==> src/rtl/rom_blitter.sv <==
// rom_blitter: streams an IMG_W x IMG_H image from a synchronous ROM to a
// pixel write port at an arbitrary (x, y) origin, one pixel per clock.
// Optional feature macro: BLIT_TRANSPARENT_EN (pixels equal to KEY_COLOUR
// are not plotted).
module rom_blitter #(
    parameter int unsigned IMG_W      = 320,
    parameter int unsigned IMG_H      = 240,
    parameter int unsigned X_W        = 9,
    parameter int unsigned Y_W        = 8,
    parameter int unsigned ADDR_W     = 17,
    parameter int unsigned COLOUR_W   = 6,
    parameter int unsigned ROM_LAT    = 1,
    parameter int unsigned KEY_COLOUR = 0
) (
    input  logic                clk,
    input  logic                resetn,
    input  logic                start,
    input  logic [X_W-1:0]      x_origin,
    input  logic [Y_W-1:0]      y_origin,
    output logic                busy,
    output logic                done,
    output logic [ADDR_W-1:0]   rom_addr,
    input  logic [COLOUR_W-1:0] rom_q,
    output logic [X_W-1:0]      x,
    output logic [Y_W-1:0]      y,
    output logic [COLOUR_W-1:0] colour,
    output logic                plot
);

    localparam int unsigned COL_W = (IMG_W > 1) ? $clog2(IMG_W) : 1;
    localparam int unsigned ROW_W = (IMG_H > 1) ? $clog2(IMG_H) : 1;

    typedef enum logic [1:0] {
        S_IDLE,
        S_RUN,
        S_DRAIN,
        S_DONE
    } state_t;

    state_t state;
    state_t next_state;

    logic [X_W-1:0]     x_org;
    logic [Y_W-1:0]     y_org;
    logic [COL_W-1:0]   col;
    logic [ROW_W-1:0]   row;

    logic [COL_W-1:0]   tag_col [ROM_LAT];
    logic [ROW_W-1:0]   tag_row [ROM_LAT];
    logic [ROM_LAT-1:0] tag_vld;

    logic col_last_c;
    logic last_c;
    logic pipe_empty_c;
    logic accept_c;
    logic issue_c;
    logic busy_c;
    logic done_c;
    logic key_hit_c;

    assign col_last_c   = (col == COL_W'(IMG_W - 1));
    assign last_c       = col_last_c && (row == ROW_W'(IMG_H - 1));
    assign pipe_empty_c = (tag_vld == '0);

    // State register
    always_ff @(posedge clk) begin
        if (!resetn) begin
            state <= S_IDLE;
        end else begin
            state <= next_state;
        end
    end

    // Next-state logic: drain waits for the final tag to leave the pipeline
    always_comb begin
        next_state = state;
        case (state)
            S_IDLE:  if (start) next_state = S_RUN;
            S_RUN:   if (last_c) next_state = S_DRAIN;
            S_DRAIN: if (pipe_empty_c) next_state = S_DONE;
            S_DONE:  next_state = S_IDLE;
            default: next_state = S_IDLE;
        endcase
    end

    // Output decode; busy/done are decoded from next_state so their registers track the state
    always_comb begin
        accept_c = 1'b0;
        issue_c  = 1'b0;
        busy_c   = 1'b0;
        done_c   = 1'b0;
        accept_c = (state == S_IDLE) && start;
        issue_c  = (state == S_RUN);
        busy_c   = (next_state == S_RUN) || (next_state == S_DRAIN);
        done_c   = (next_state == S_DONE);
    end

`ifdef BLIT_TRANSPARENT_EN
    assign key_hit_c = (rom_q == COLOUR_W'(KEY_COLOUR));
`else
    assign key_hit_c = 1'b0;
`endif

    // Address counters, tag pipeline and registered pixel outputs
    always_ff @(posedge clk) begin
        if (!resetn) begin
            busy     <= 1'b0;
            done     <= 1'b0;
            plot     <= 1'b0;
            x        <= '0;
            y        <= '0;
            colour   <= '0;
            rom_addr <= '0;
            x_org    <= '0;
            y_org    <= '0;
            col      <= '0;
            row      <= '0;
            tag_vld  <= '0;
            for (int unsigned i = 0; i < ROM_LAT; i++) begin
                tag_col[i] <= '0;
                tag_row[i] <= '0;
            end
        end else begin
            busy <= busy_c;
            done <= done_c;

            if (accept_c) begin
                x_org    <= x_origin;
                y_org    <= y_origin;
                col      <= '0;
                row      <= '0;
                rom_addr <= '0;
            end else if (issue_c) begin
                rom_addr <= rom_addr + ADDR_W'(1);
                if (col_last_c) begin
                    col <= '0;
                    row <= row + ROW_W'(1);
                end else begin
                    col <= col + COL_W'(1);
                end
            end

            tag_vld[0] <= issue_c;
            tag_col[0] <= col;
            tag_row[0] <= row;
            for (int unsigned i = 1; i < ROM_LAT; i++) begin
                tag_vld[i] <= tag_vld[i-1];
                tag_col[i] <= tag_col[i-1];
                tag_row[i] <= tag_row[i-1];
            end

            plot <= tag_vld[ROM_LAT-1] && !key_hit_c;
            if (tag_vld[ROM_LAT-1]) begin
                x      <= x_org + X_W'(tag_col[ROM_LAT-1]);
                y      <= y_org + Y_W'(tag_row[ROM_LAT-1]);
                colour <= rom_q;
            end
        end
    end

endmodule
==> config.mk <==
export PLATFORM = sky130hd
export DESIGN_NAME = rom_blitter
export DESIGN_NICKNAME = d
export VERILOG_FILES = /design/src/rtl/rom_blitter.sv
export SDC_FILE = /design/constraint.sdc
export NUM_CORES = 1
export LEC_CHECK = 0
export ABC_AREA = 0
export BUFFER_PORTS_ARGS = -buffer_cell sky130_fd_sc_hd__buf_4
export CORE_MARGIN = 2
export CORE_UTILIZATION = 30
export DETAILED_ROUTE_END_ITERATION = 10
export PLACE_DENSITY = 0.6
export SYNTH_ARGS = -nofsm -noshare
export SYNTH_HDL_FRONTEND = slang
export SYNTH_SLANG_ARGS = --single-unit
export TNS_END_PERCENT = 20
==> constraint.sdc <==
create_clock -name clk -period 2 [get_ports clk]
set_input_delay 0.3 -clock clk [delete_from_list [all_inputs] [get_ports clk]]
set_output_delay 0.3 -clock clk [all_outputs]
set_load 0.01 [all_outputs]
-- Word-level counts from Yosys, hierarchy flattened
Memory sizes are Yosys's and may differ from the RTL's.
Cells that the tools add are included.
- flip-flop bits (word level): 80
- RAM bits: 17
- input bits: 26
- output and inout port bits: 43
- memories kept: 2
- add/sub/neg operators: 5
- equal/unequal tests: 8
- muxes and demuxes: 11
- bitwise logic cells: 1
- reduce and logical (&&, ||, !) cells: 8
- memory list (memory ; words ; bits a word ; rd ports ; clocked after memory_dff ; write ports ; line ; RTL):
    tag_col ; 1 ; 9 ; 1 ; 0 ; 1 ; 48 ; logic [COL_W-1:0] tag_col [ROM_LAT];
    tag_row ; 1 ; 8 ; 1 ; 0 ; 1 ; 49 ; logic [ROW_W-1:0] tag_row [ROM_LAT];
- operators with widths (cell ; number):
    2-to-1 mux 9 bit ; 2
    adder 17 x 1 -> 17 bit, second input constant ; 1
    adder 9 x 1 -> 9 bit, second input constant ; 1
    adder 9 bit ; 1
    equality test 9 bit, second input constant ; 1
    OR reduction 9 bit ; 1
    adder 8 x 1 -> 8 bit, second input constant ; 1
    adder 8 bit ; 1
    equality test 2 bit, second input constant ; 4
    equality test 8 bit, second input constant ; 1
    2-to-1 mux 8 bit ; 1
    one-hot mux 2 bit (4 select lines) ; 1
    OR reduction 8 bit ; 1
    2-to-1 mux 2 bit ; 3
    equality test 2 x 1 -> 1 bit, second input constant ; 2
    2-to-1 mux 1 bit ; 4
    logical AND 1 bit ; 2
    zero test 2 bit ; 1
    AND reduction 2 bit ; 1
    OR reduction 2 bit ; 1
    logical OR 1 bit ; 1
    NOT 1 bit ; 1

-- Logic depth before layout (Yosys ltp)
Gate-level depths: netlist of run 1.
- depth after elaboration: 6
- depth in mapped cells: 8

-- Worst setup path after synthesis of run 1
Ideal clock, no wire load.
- path kind: reg-to-reg
- from: register x_org[0]
- to: register x[6]
- library setup time: 0.079 ns
- arrival: 1.856 ns
- path slack: 0.065 ns
- cell stages (with the launch flop): 7
- period minus slack after synthesis: 1.935 ns
- path through: dfxtp_1 > ha_1 > fa_1 > a211oi_1 > o21bai_1 > a2111o_1 > o211ai_1
- longest elaborated chain between the ends: 1
- RTL lines (item ; line ; RTL):
    start: declaration ; 43 ; logic [X_W-1:0] x_org;
    start signal: assignment ; 128 ; x_org <= x_origin;
    adder 9 bit ; 154 ; x <= x_org + X_W'(tag_col[ROM_LAT-1]);
    end signal: assignment ; 154 ;
    end: declaration ; 24 ; output logic [X_W-1:0] x,
Every way passes these cells.
A chain may end at the register's enable or synchronous reset.

-- Worst setup path after layout of run 1
- from: register y_org[1]
- to: register y[5]
- longest elaborated chain between the ends: 1
- RTL lines (item ; line ; RTL):
    start: declaration ; 44 ; logic [Y_W-1:0] y_org;
    start signal: assignment ; 129 ; y_org <= y_origin;
    adder 8 bit ; 155 ; y <= y_org + Y_W'(tag_row[ROM_LAT-1]);
    end signal: assignment ; 155 ;
    end: declaration ; 25 ; output logic [Y_W-1:0] y,
Every way passes these cells.

==> metrics.yaml, run 1 <==
run_status:
  status: "completed"
finish:
  nets: 614
  regArea_sq_mm: 0.001942
  fin_cells: 752
  areaGrowthSynthToFinish_pct: 26.56
  n_antenna_cell: 0
  fin_util_pct: 39.30
  multi_input_area_sq_mm: 0.002292
  drive_above_1_share_pct: 20.28
  fill_cells: 1389
drt:
  antenna_left: 0
  wl_per_cell_um: 13.70
  wirelength_um: 10300
  vias: 3671
  first_pass_iters: 4
  drt_iter0_drc: 187
  viasPerCell: 4.882
  drcViolationCount: 0
placement:
  io_buffers: 68
  dp.cells: 736
  post-dp-hpwl_um: 7397
  globalplace.congestion: 0.8082
timing:
  relSlewSlack_pct: 73.94
  drv_slew: 0
  fmax_mhz: 533.9
  setup_viol: 0
  finalHoldViolCount: 0
  timing.final.crit_period_ns: 1.873
  worstMarginPinSlew_ns: 0.3892
  final.setup.tns_ns: 0
  holdWs_ns: 0.1915
  rsz0062_at_grt: "false"
  clock_skew_ns: 0.004634
  timing.final.crit_share_pct: 93.65
floorplan:
  start_util_pct: 31.06
  die_x_um: 124.3
  dieArea_sq_mm: 0.01546
  num_io_pins: 69
  core_sq_mm: 0.01399
  die-height_um: 124.3
  num_rows: 43
yosys:
  synth_fp_nets: 536
  ys.flop_type: "dfxtp_1"
  synthCells: 489
  synth_area_leaders: "dfxtp_1 (45%), nand2_1 (5.7%), ha_1 (5.5%), a21oi_1 (4.1%), nor2_1 (3.5%)"
  seq_area_frac_synth_pct: 44.70
  ys_ff_latch: 97
  syn_area_per_cell_sq_um: 8.884
  synth.distinct_cells: 50
  syn_area_sq_mm: 0.004344
  yosys.area.top_type: "dfxtp_1"
  synth_edf_count: 0
  yosys_warnings: 0
  ys_async_sr_fraction_pct: 0
  yosysTopAreaCellShare_pct: 44.70
clocking:
  clkSinkCount: 97
  htreeDepth: 3
  cts_tree: "built"
  clock_latency_ns: 0.35
  ctsHoldBuffers: 0
  cts_buffer_depth: 2
  clk_pin_slew_ns: 0.07
  cts_buffers: 9
  cts_root_buffer: "clkbuf_16"
global_route:
  gr-total-overflow: 0
  antenna_found_initial: 0
  grt_max_degree: 30
  grt_pass1_vias: 3570
  grt_usage_pct: 13.54
  grt_pass1_wl_um: 17190
worst_setup_path:
  crit_path_end_kind: "flip-flop"
  cp.arrival_ns: 2.14
  crit_required_ns: 2.27
  cp-start-kind: "flip-flop"
  path_class: "reg2reg"
  worstPathMaxFanout: 3
worst_hold_path:
  hold_path_class: "in2reg"
power_and_ir_drop:
  power_leakage_nw: 2.278
  p_per_area_mw_per_mm2: 776.2
  peakVddDrop_uv: 421.8
flow_run:
  maxCapViolations: 0
## path summary, 6_finish.rpt
path              cells past startpoint  slack [ns]  startpoint         to
hold reg to reg                       2        0.46    x_org[5]   x_org[5]
hold / removal                        3        0.19    rom_q[5]  colour[5]
setup / recovery                      5        0.13    y_org[1]       y[5]
setup reg to reg                      5        0.13    y_org[1]       y[5]
## cell type report
| type | instances | area share (%) |
|---|---|---|
| Multi-Input combinational cell | 362 | 41.69 |
| Sequential cell | 97 | 35.32 |
| Timing Repair Buffer | 90 | 12.29 |
| Clock buffer | 10 | 4.347 |
| Tap cell | 180 | 4.096 |
| Clock inverter | 6 | 1.775 |
| Inverter | 7 | 0.4779 |
## state kept, by name, indices dropped and copies added, names as in the netlist, 2 cells and up
name	cells
rom_addr	17
col	9
tag_col	9
x	9
tag_row	8
colour	6
state	2
x_org	9
y_org	8
row	8
y	8
## worst max-delay path, stage by stage, from the launching register on
cell,delay [ns]
dfxtp_1,0.34
ha_1,0.32
a211oi_1,0.39
o21ai_0,0.22
a2111o_1,0.44
o211ai_1,0.09
## repair_timing
| action | CTS | global route |
|---|---|---|
| resized for setup | 1 | 3 |
| setup endpoints to repair | 1 | 4 |
| pin swaps | 0 | 1 |
| cloned | 0 | 0 |
| setup buffers | 0 | 0 |
## power breakdown
group / internal [mW] / switching [mW]
registers: 1.98 / 0.0311
clock network: 1.15 / 0.781
logic: 0.146 / 0.180
total: 3.27 / 0.993
## stage by stage
step | power [mW] | worst slack (ns) | instance area [sq um]
floorplan | 2.235 | 0.06469 | 4344
global placement | 2.374 | 0.01215 | 5144
detailed placement | 2.382 | 0.01721 | 5144
CTS | 4.322 | 0.04333 | 5485
global route | 4.438 | 0.006145 | 5498
finish | 4.267 | 0.1269 | 5498
## cells in the final DEF, fill, tap and decap left out, drive strengths merged, types with 2 or more instances in the layout
cell,instances
a211oi,9
mux2i,12
buf,90
clkbuf,10
nor2,41
inv,10
o31ai,6
and3,7
xor2,17
nand2b,3
o21ai,18
ha,19
fa,2
a21oi,36
or4,5
dfxtp,97
xnor2,5
bufinv,2
o21a,3
o211ai,3
o2bb2ai,2
a2111o,3
or3,14
a31oi,6
a211o,3
nand2,66
nor3b,3
nand4,12
nor3,9
nand3,14
nor2b,5
a21o,5
and2,23
## cells by family after synthesis
group / share of synthesized area (%)
AOI/OAI and AO/OA: 14.57
xor gates and xnor gates: 4.435
adders and majority gates: 6.394
buffers and inverters: 2.938
DFF: 44.70
muxes: 2.765
and+or+nand+nor: 24.19
## per-layer routing
layer	share of wire [%]	up-vias	global-route usage (%)
met5	0	-	0
met4	0.39	0	3.966
met3	5.6	2	4.596
met2	48	91	21.99
met1	46	1693	17.06
li1	-	1885	-
## cells in the mapped netlist (2+ instances only)
master     count
o21a_1         3
a2111o_1       3
nand4_1       11
o21ai_0       18
fa_1           2
nor3b_2        2
nor2b_1        5
a21o_1         5
xor2_1        17
a211oi_1       9
a211o_1        3
buf_2          3
o211ai_1       3
xnor2_1        5
a31oi_1        6
dfxtp_1       97
or4_1          5
nand2b_1       3
nand3_1       12
and2_1        23
and3_1         7
clkbuf_1      17
inv_1          7
nor3_1         9
mux2i_1       12
o2bb2ai_1      2
o31ai_1        6
a21oi_1       36
nand2_1       66
or3_1         14
ha_1          19
nor2_1        41
No activity file was read; power rests on OpenSTA's default activity.
==> inputs of run 2 (changes only) <==
- CORE_UTILIZATION: 30 -> 51
- PLACE_DENSITY: 0.6 -> 0.87
==> run 2 against run 1 <==
Compared with the run above: die area down 40%; critical path type unchanged; critical endpoint unchanged; clock power decreased by 35%; setup slack worse by 0.032 ns.
==> metrics.yaml, run 2 (synthesis gave the netlist of run 1 again) <==
finish:
  max_flop_register: "rom_addr"  # unchanged
  n_antenna_cell: 0  # unchanged
  final_common_cell: "dfxtp_1"  # unchanged
  largest_reg_flops: 17  # unchanged
  fin_cells: 674  # was 752
  fill_cells: 682  # was 1389
  mostFrequentLayoutCells: "dfxtp_1 (97), buf_4 (88), nand2_1 (66)"  # was dfxtp_1 (97), buf_4 (90), nand2_1 (66)
  areaGrowthSynthToFinish_pct: 20.56  # was 26.56%
  drive_above_1_share_pct: 19.33  # was 20.28%
  nets: 612  # was 614
clocking:
  cts_tree: "built"  # unchanged
  cts_root_buffer: "clkbuf_8"  # was clkbuf_16
  htreeDepth: 3  # unchanged
  clkSinkCount: 97  # unchanged
  cts_buffers: 9  # unchanged
  clock_latency_ns: 0.35  # about the same
  clk_pin_slew_ns: 0.09  # was 0.07 ns
  cts_buffer_depth: 2  # unchanged
worst_hold_path:
  hold_path_class: "in2reg"  # unchanged
global_route:
  gr-total-overflow: 0  # unchanged
  grt_pass1_wl_um: 15300  # was 17190 um
  antenna_found_initial: 0  # unchanged
  grt_pass1_vias: 3317  # was 3570
  grt_max_degree: 29  # was 30
  grt_usage_pct: 21.19  # was 13.54%
floorplan:
  start_util_pct: 52.87  # was 31.06%
  die-height_um: 96.29  # was 124.3 um
  die_x_um: 96.29  # was 124.3 um
  core_sq_mm: 0.008217  # was 0.01399 sq mm
  num_rows: 33  # was 43
  dieArea_sq_mm: 0.009272  # was 0.01546 sq mm
  num_io_pins: 69  # unchanged
power_and_ir_drop:
  power_leakage_nw: 2.200  # was 2.278 nW
  power.share.clock_pct: 35.1  # was 45.3%
  combPwrFrac_pct: 9.0  # was 7.6%
  peakVddDrop_uv: 429.6  # was 421.8 uV
  p_per_area_mw_per_mm2: 686.7  # was 776.2 mW/mm^2
  p_sw_mw: 0.8372  # was 0.9929 mW
  swShare_pct: 23.28  # was 23.27%
  p_int_mw: 2.759  # was 3.274 mW
  p_seq_share_pct: 55.9  # was 47.1%
  fin_total_pwr_mw: 3.597  # was 4.267 mW
timing:
  timing.final.crit_share_pct: 95.27  # was 93.65%
  rsz0062_at_grt: "false"  # unchanged
  relSlewSlack_pct: 69.99  # was 73.94%
  holdWs_ns: 0.1857  # was 0.1915 ns
  setup_viol: 0  # unchanged
  finalHoldViolCount: 0  # unchanged
  worstMarginPinSlew_ns: 0.4475  # was 0.3892 ns
  drv_slew: 0  # unchanged
  fmax_mhz: 524.8  # was 533.9 MHz
  timing.final.crit_period_ns: 1.905  # was 1.873 ns
  clock_skew_ns: 0.007085  # was 0.004634 ns
worst_setup_path:
  crit_required_ns: 2.27  # about the same
  cp-start-kind: "flip-flop"  # unchanged
  path_class: "reg2reg"  # unchanged
  rrSetupSlack_ns: 0.09  # was 0.13 ns
  crit_path_end_kind: "flip-flop"  # unchanged
  worstPathMaxFanout: 3  # unchanged
  cp.arrival_ns: 2.18  # was 2.14 ns
placement:
  io_buffers: 68  # unchanged
  post-dp-hpwl_um: 6815  # was 7397 um
  globalplace.congestion: 0.8126  # was 0.8082
  dp.cells: 658  # was 736
flow_run:
  maxCapViolations: 0  # unchanged
drt:
  first_pass_iters: 4  # unchanged
  wl_per_cell_um: 14.04  # was 13.70 um
  viasPerCell: 5.533  # was 4.882
  vias: 3729  # was 3671
  drcViolationCount: 0  # unchanged
  antenna_left: 0  # unchanged
  drt_iter0_drc: 119  # was 187
  wirelength_um: 9461  # was 10300 um
run_status:
  status: "completed"  # unchanged
-- run 2: final cells by class --
class	instances	area (sq um)	share of cell area (%)
multi-input combinational	362	2282	43.57
timing repair buffer	88	660.6	12.61
clock buffer	12	155.1	2.962
sequential	97	1942	37.08
tap	105	131.4	2.508
clock inverter	3	40.04	0.7645
inverter	7	26.28	0.5017
-- run 2: path summary, 6_finish.rpt --
kind               to  cells past startpoint        start
max              y[5]                      5     y_org[1]
max reg2reg      y[5]                      5     y_org[1]
min reg2reg  y_org[2]                      2     y_org[2]
min          x_org[5]                      3  x_origin[5]
-- run 2: power by group through the flow --
stage                     Clock, mW  Sequential (mW)  Combinational, mW
after CTS                      1.29             2.01              0.323
after detailed placement          0             2.06              0.321
after global placement            0             2.05              0.311
after global routing           1.36             2.02              0.358
after floorplan                   0             2.06              0.177
final                          1.26             2.01              0.323
-- run 2: layer usage --
metal	GRT usage (%)	share of wire, %
met3	4.307	5.1
met5	0	0
met2	35.42	47
met4	9.155	2.2
met1	26.44	46
-- run 2: timing repair --
action                     4_1_cts  5_1_grt
setup endpoints to repair        1        2
resized for setup                1        1
hold buffers                     0        0
setup buffers                    0        1
pin swaps                        0        2
-- run 2: stage by stage --
stage                     utilization (%)    TNS, ns  worst slack, ns  area [sq um]
after CTS                           63.62          0          0.03963          5228
after global placement              61.18          0          0.02015          5027
after floorplan                         -          0          0.06469          4344
after detailed placement            61.18  -0.001473        -0.001473          5027
after global routing                63.74          0          0.03188          5238
final                               63.74          0          0.09452          5238
-- run 2: critical path, stage by stage, from the launching register on --
cell,delay (ns)
dfxtp_1,0.35
ha_1,0.31
a211oi_1,0.44
o21ai_0,0.20
a2111o_1,0.45
o211ai_1,0.09
